--- config.mk ---
export PLATFORM = sky130hd
export DESIGN_NAME = bank_cmd_sequencer
export DESIGN_NICKNAME = d
export VERILOG_FILES = /design/src/rtl/bank_cmd_sequencer.sv
export SDC_FILE = /design/constraint.sdc
export NUM_CORES = 1
export LEC_CHECK = 0
export ABC_AREA = 1
export BUFFER_PORTS_ARGS = -buffer_cell sky130_fd_sc_hd__buf_2
export CAP_MARGIN = 15
export CORE_UTILIZATION = 25
export DETAILED_ROUTE_END_ITERATION = 10
export PLACE_DENSITY = 0.48
export SYNTH_ARGS = -nofsm -noshare
export SYNTH_HDL_FRONTEND = slang
export SYNTH_SLANG_ARGS = --single-unit
--- constraint.sdc ---
create_clock -name core_clk -period 3.29 [get_ports core_clk]
set_input_delay 0.4935 -clock core_clk [delete_from_list [all_inputs] [get_ports core_clk]]
set_output_delay 0.4935 -clock core_clk [all_outputs]
set_load 0.01 [all_outputs]
--- src/rtl/bank_cmd_sequencer.sv ---
// bank_cmd_sequencer: per-bank DDR command sequencer.
// Turns one (row, read/write) request into PRE / ACT / RD|WR commands.
// It honours the tRP, tRCD and tRAS spacing rules and drives the open-row
// tracker update interface.
// Optional macro BANK_SEQ_CLOSED_PAGE_EN: precharge the bank after every
// access (closed-page policy). When it is undefined, the row stays open.
module bank_cmd_sequencer #(
  parameter int C_ROW_WIDTH = 14,
  parameter int C_CNT_WIDTH = 4,
  parameter int C_TRP       = 3,
  parameter int C_TRCD      = 3,
  parameter int C_TRAS      = 8
) (
  input  logic                   core_clk,
  input  logic                   core_rst,
  input  logic                   req_valid,
  output logic                   req_ready,
  input  logic [C_ROW_WIDTH-1:0] req_row,
  input  logic                   req_write,
  output logic                   cmd_valid,
  input  logic                   cmd_ready,
  output logic [1:0]             cmd_type,
  output logic [C_ROW_WIDTH-1:0] cmd_row,
  output logic                   access_done,
  output logic                   update_row,
  output logic [C_ROW_WIDTH-1:0] new_row,
  output logic                   toggle_bank,
  input  logic [C_ROW_WIDTH-1:0] current_row,
  input  logic                   bank_open
);

  typedef enum logic [2:0] {
    S_IDLE,
    S_DECIDE,
    S_PRE,
    S_ACT,
`ifdef BANK_SEQ_CLOSED_PAGE_EN
    S_ACCESS,
    S_CLOSE
`else
    S_ACCESS
`endif
  } state_t;

  localparam logic [1:0] CMD_ACT = 2'b00;
  localparam logic [1:0] CMD_PRE = 2'b01;

  // A constraint of 0 or 1 cycles needs no wait past the accept cycle, so the
  // load value is clamped at zero.
  localparam logic [C_CNT_WIDTH-1:0] TRP_LD  = C_CNT_WIDTH'((C_TRP  > 0) ? C_TRP  - 1 : 0);
  localparam logic [C_CNT_WIDTH-1:0] TRCD_LD = C_CNT_WIDTH'((C_TRCD > 0) ? C_TRCD - 1 : 0);
  localparam logic [C_CNT_WIDTH-1:0] TRAS_LD = C_CNT_WIDTH'((C_TRAS > 0) ? C_TRAS - 1 : 0);
  localparam logic [C_CNT_WIDTH-1:0] CNT_ONE = C_CNT_WIDTH'(1);

  state_t                   state_q, state_d;
  logic [C_ROW_WIDTH-1:0]   row_q, row_d;
  logic                     write_q, write_d;
  logic [C_CNT_WIDTH-1:0]   trp_q, trp_d;
  logic [C_CNT_WIDTH-1:0]   trcd_q, trcd_d;
  logic [C_CNT_WIDTH-1:0]   tras_q, tras_d;
  logic                     cmd_valid_q, cmd_valid_d;
  logic [1:0]               cmd_type_q, cmd_type_d;
  logic [C_ROW_WIDTH-1:0]   cmd_row_q, cmd_row_d;
  logic                     cmd_accept;

  function automatic logic [C_CNT_WIDTH-1:0] sat_dec(input logic [C_CNT_WIDTH-1:0] v);
    return (v == '0) ? v : v - CNT_ONE;
  endfunction

  assign cmd_accept = cmd_valid_q && cmd_ready && !core_rst;

  // Next-state, timing counters, and registered command outputs.
  // The command outputs are computed from the next state and next counter
  // values. This lets cmd_valid rise in the very cycle the constraint is met.
  always_comb begin
    state_d     = state_q;
    row_d       = row_q;
    write_d     = write_q;
    trp_d       = sat_dec(trp_q);
    trcd_d      = sat_dec(trcd_q);
    tras_d      = sat_dec(tras_q);
    cmd_valid_d = 1'b0;
    cmd_type_d  = cmd_type_q;
    cmd_row_d   = cmd_row_q;

    case (state_q)
      S_IDLE: begin
        if (req_valid) begin
          row_d   = req_row;
          write_d = req_write;
          state_d = S_DECIDE;
        end
      end
      S_DECIDE: begin
        if (bank_open && (current_row == row_q)) begin
          state_d = S_ACCESS;
        end else if (bank_open) begin
          state_d = S_PRE;
        end else begin
          state_d = S_ACT;
        end
      end
      S_PRE: begin
        if (cmd_accept) begin
          trp_d   = TRP_LD;
          state_d = S_ACT;
        end
      end
      S_ACT: begin
        if (cmd_accept) begin
          trcd_d  = TRCD_LD;
          tras_d  = TRAS_LD;
          state_d = S_ACCESS;
        end
      end
      S_ACCESS: begin
        if (cmd_accept) begin
`ifdef BANK_SEQ_CLOSED_PAGE_EN
          state_d = S_CLOSE;
`else
          state_d = S_IDLE;
`endif
        end
      end
`ifdef BANK_SEQ_CLOSED_PAGE_EN
      S_CLOSE: begin
        if (cmd_accept) begin
          trp_d   = TRP_LD;
          state_d = S_IDLE;
        end
      end
`endif
      default: state_d = S_IDLE;
    endcase

    // Offer the command of the state being entered, once its gate counter is 0.
    case (state_d)
      S_PRE: begin
        cmd_valid_d = (tras_d == '0);
        cmd_type_d  = CMD_PRE;
      end
      S_ACT: begin
        cmd_valid_d = (trp_d == '0);
        cmd_type_d  = CMD_ACT;
      end
      S_ACCESS: begin
        cmd_valid_d = (trcd_d == '0);
        cmd_type_d  = {1'b1, write_d};
      end
`ifdef BANK_SEQ_CLOSED_PAGE_EN
      S_CLOSE: begin
        cmd_valid_d = (tras_d == '0);
        cmd_type_d  = CMD_PRE;
      end
`endif
      default: begin
        cmd_valid_d = 1'b0;
      end
    endcase
    cmd_row_d = row_d;
  end

  // State and output registers with synchronous reset.
  always_ff @(posedge core_clk) begin
    if (core_rst) begin
      state_q     <= S_IDLE;
      row_q       <= '0;
      write_q     <= 1'b0;
      trp_q       <= '0;
      trcd_q      <= '0;
      tras_q      <= '0;
      cmd_valid_q <= 1'b0;
      cmd_type_q  <= CMD_ACT;
      cmd_row_q   <= '0;
    end else begin
      state_q     <= state_d;
      row_q       <= row_d;
      write_q     <= write_d;
      trp_q       <= trp_d;
      trcd_q      <= trcd_d;
      tras_q      <= tras_d;
      cmd_valid_q <= cmd_valid_d;
      cmd_type_q  <= cmd_type_d;
      cmd_row_q   <= cmd_row_d;
    end
  end

  // The pulses coincide with the accept cycle, so the tracker sees the change
  // on the following cycle.
  assign req_ready   = (state_q == S_IDLE) && !core_rst;
  assign cmd_valid   = cmd_valid_q;
  assign cmd_type    = cmd_type_q;
  assign cmd_row     = cmd_row_q;
  assign new_row     = cmd_row_q;
  assign access_done = cmd_accept && (state_q == S_ACCESS);
  assign update_row  = cmd_accept && (state_q == S_ACT);
`ifdef BANK_SEQ_CLOSED_PAGE_EN
  assign toggle_bank = cmd_accept && ((state_q == S_ACT) || (state_q == S_PRE) ||
                                      (state_q == S_CLOSE));
`else
  assign toggle_bank = cmd_accept && ((state_q == S_ACT) || (state_q == S_PRE));
`endif

endmodule

==> impl_metrics.tcl <==
set metrics [dict create \
    h-tree-depth 2 \
    ant_nets 0 \
    dp.cells 446 \
    synth_edf_count 0 \
    die_area_um2 8165 \
    drv_slew 0 \
    swShare 0.4168 \
    die_h_um 90.36 \
    ys_seq_area_frac 0.3385 \
    gp_congestion 0.7660 \
    final_cell_area_um2 2369 \
    clk_pin_slew_ns 0.07 \
    grt_first_pass_wirelength_mm 7.983 \
    synthFlopType "dfxtp_1" \
    post_cts_buffers 0 \
    drt-wirelength-per-cell_um 10.39 \
    numCtsBuffers 5 \
    crit_arrival_ns 1.53 \
    area_delta_synth_final_pct 21.35 \
    overflow 0 \
    min_to "cmd_row[10]" \
    status "completed" \
    place_ws_ns 1.239 \
    ir_worst_vdd_v 0.0003629 \
    final_cell_mix "nand2_1, buf_2, inv_1, nor2_1, dfxtp_1" \
    grt_max_degree 23 \
    drt_iter0_drc 49 \
    critPathLaunchType "primary input" \
    finalSetupTns_ns 0 \
    drv_cap 0 \
    end_kind "output pin" \
    clkPwrFrac 0.185 \
    r2r_cells 10 \
    rsz0062_at_grt "no" \
    vias_per_cell 4.145 \
    internal_power_w 0.0009332 \
    ys_ff_latch 33 \
    clock_path_buffers 2 \
    finalHoldViolations 0 \
    vias 1882 \
    track_usage 0.1224 \
    coreArea_um2 7408 \
    cts-root-buf "clkbuf_8" \
    dr.pass1.iters 4 \
    io_pins 69 \
    hold_path_class "in2reg" \
    r2r_slack_ns 1.62 \
    initial_core_util 0.2635 \
    setup_viol 0 \
    crit_chain "buf_2 > inv_6 > nand3_4 > nor4_1 > buf_2" \
    hold_buffers 0 \
    yosysUniqueCellTypes 32 \
    routed_wl_mm 4.715 \
    final.min_clock_period_ns 2.025 \
    slew-limit-headroom 0.7258 \
    cts_num_sinks 33 \
    ctsResizeCount 0 \
    yosys_warnings 0 \
    drc 0 \
    antennaDiodeCount 0 \
    critPathTopFamily "buffers and inverters" \
    final_common_cell "nand2_1" \
    worstSetupPathType "in2out" \
    netlist_area_um2 1952 \
    cpPeakStageDelay_ns 0.28 \
    layout_setup_ws_ns 1.265 \
    syn_avg_cell_area_um2 6.550 \
    syn_inst 298 \
    final_nets 391 \
    path_common_cell "buf_2" \
    leakage_nw 1.329 \
    async_flop_share 0 \
    power.share.combinational 0.467 \
    grt_pass1_vias 1740 \
    stdcell_count 454 \
    finalCritPeriodShare 0.6155 \
    clk_latency_ns 0.28 \
    numPortBuffers 68 \
    crit_buf_inv 3 \
    holdCritStartpoint "req_row[10]" \
    placed_cell_area_um2 2286 \
    power_density_nw_per_um2 675.6 \
    drive_gt1_frac 0.2563 \
    fmax_mhz 493.8 \
    hpwlAfterDp_mm 3.681 \
    syn_nets 335 \
    row_count 31 \
    regToRegStartpoint "state_q[0]" \
    antenna_found_initial 0 \
    min_path_cells 3 \
    worstPathMaxFanout 19 \
    worstReg2RegEnd "cmd_type[0]" \
    seqPwrFrac 0.348 \
    die_width_um 90.36 \
    cts_tree "built" \
    switching_power_w 0.0006669 \
    tightest_slew_ns 0.4112 \
    finClkSkew_ns 0.003215 \
    crit_required_ns 2.80 \
    cpMaxStageDelayCell "nor4_1" \
]
-- power by group through the flow --
stage                     Sequential [W]  Clock, W  Combinational (W)
after floorplan                 0.000566         0           0.000588
after global placement          0.000566         0           0.000740
after detailed placement        0.000566         0           0.000743
after CTS                       0.000558  0.000309           0.000751
after global routing            0.000569  0.000326           0.000883
final                           0.000558  0.000296           0.000747
-- logic make-up (layout without fill, tap and decap cells) --
logic type,count (synthesis),count (layout),share of synthesized area
adders and majority gates,3,3,0.01923
AOI/OAI and AO/OA,42,42,0.1147
DFF,33,33,0.3385
xor gates and xnor gates,5,5,0.02243
buffers and inverters,77,134,0.1853
and+or+nand+nor,138,138,0.3199
-- worst register-to-register path, stage by stage, from the launching register on --
cell     delay [ns]
dfxtp_1        0.34
nor2_1         0.19
nand3_1        0.27
inv_1          0.24
or2_1          0.12
o21ai_0        0.10
inv_1          0.08
nand2_1        0.05
nand2_1        0.06
inv_1          0.03
a21oi_1        0.11
-- worst max path at each step --
| stage | start | endpoint | cells after the start | slack [ns] |
|---|---|---|---|---|
| finish | core_rst | access_done | 5 | 1.26 |
| global route | core_rst | access_done | 5 | 1.14 |
| CTS | core_rst | access_done | 5 | 1.24 |
| detailed placement | core_rst | access_done | 5 | 1.24 |
| global placement | core_rst | toggle_bank | 7 | 1.28 |
| floorplan | core_rst | access_done | 4 | 1.64 |
-- per-stage QoR --
step	power, W	hold slack [ns]	utilization
final	0.001600	0.4616	0.3197
after global routing	0.001778	0.4481	0.3197
after CTS	0.001618	0.4533	0.3197
after detailed placement	0.001308	0.4789	0.3086
after global placement	0.001306	0.4820	0.3086
after floorplan	0.001154	0.4865	-
-- layer usage --
layer  share of wire  global-route usage  vias up
li1                -                   -     1010
met3           0.059             0.03367        4
met2            0.44              0.1978       62
met5               0                   0        -
met1            0.49              0.1599      806
met4          0.0081             0.03226        0
-- Yosys cell counts (2+ instances only) --
cell type  number  share of area
nor3_1          4          0.010
nor2_2          2         0.0064
xor2_1          4          0.018
dfxtp_1        33           0.34
nand2_4         2          0.012
nand3_1        10          0.026
nor2_1         36          0.069
nand2_1        72           0.14
clkbuf_1        3         0.0058
inv_1          54           0.10
buf_2           2         0.0051
o211ai_1        2         0.0077
a21oi_1        20          0.051
nand4_1         3         0.0096
ha_1            3          0.019
o21ai_0        17          0.044
buf_4          14          0.054
nand3_2         2          0.010
inv_6           2         0.0090
-- registers in the layout, indices dropped and copies added, names as in the netlist --
name       count
cmd_valid      1
trcd_q         4
trp_q          4
write_q        1
cmd_row       14
state_q        3
cmd_type       2
tras_q         4
-- cell type report --
| type | count | area, µm² |
|---|---|---|
| inverters | 57 | 224.0 |
| clock buffers | 6 | 72.57 |
| clock inverters | 2 | 10.01 |
| repair buffers | 69 | 347.8 |
| multi-input cells | 188 | 929.6 |
| well taps | 99 | 123.9 |
| flip-flops and latches | 33 | 660.6 |
| fillers | 823 | 5040 |
Note: power is estimated with default switching activity, not from simulation.
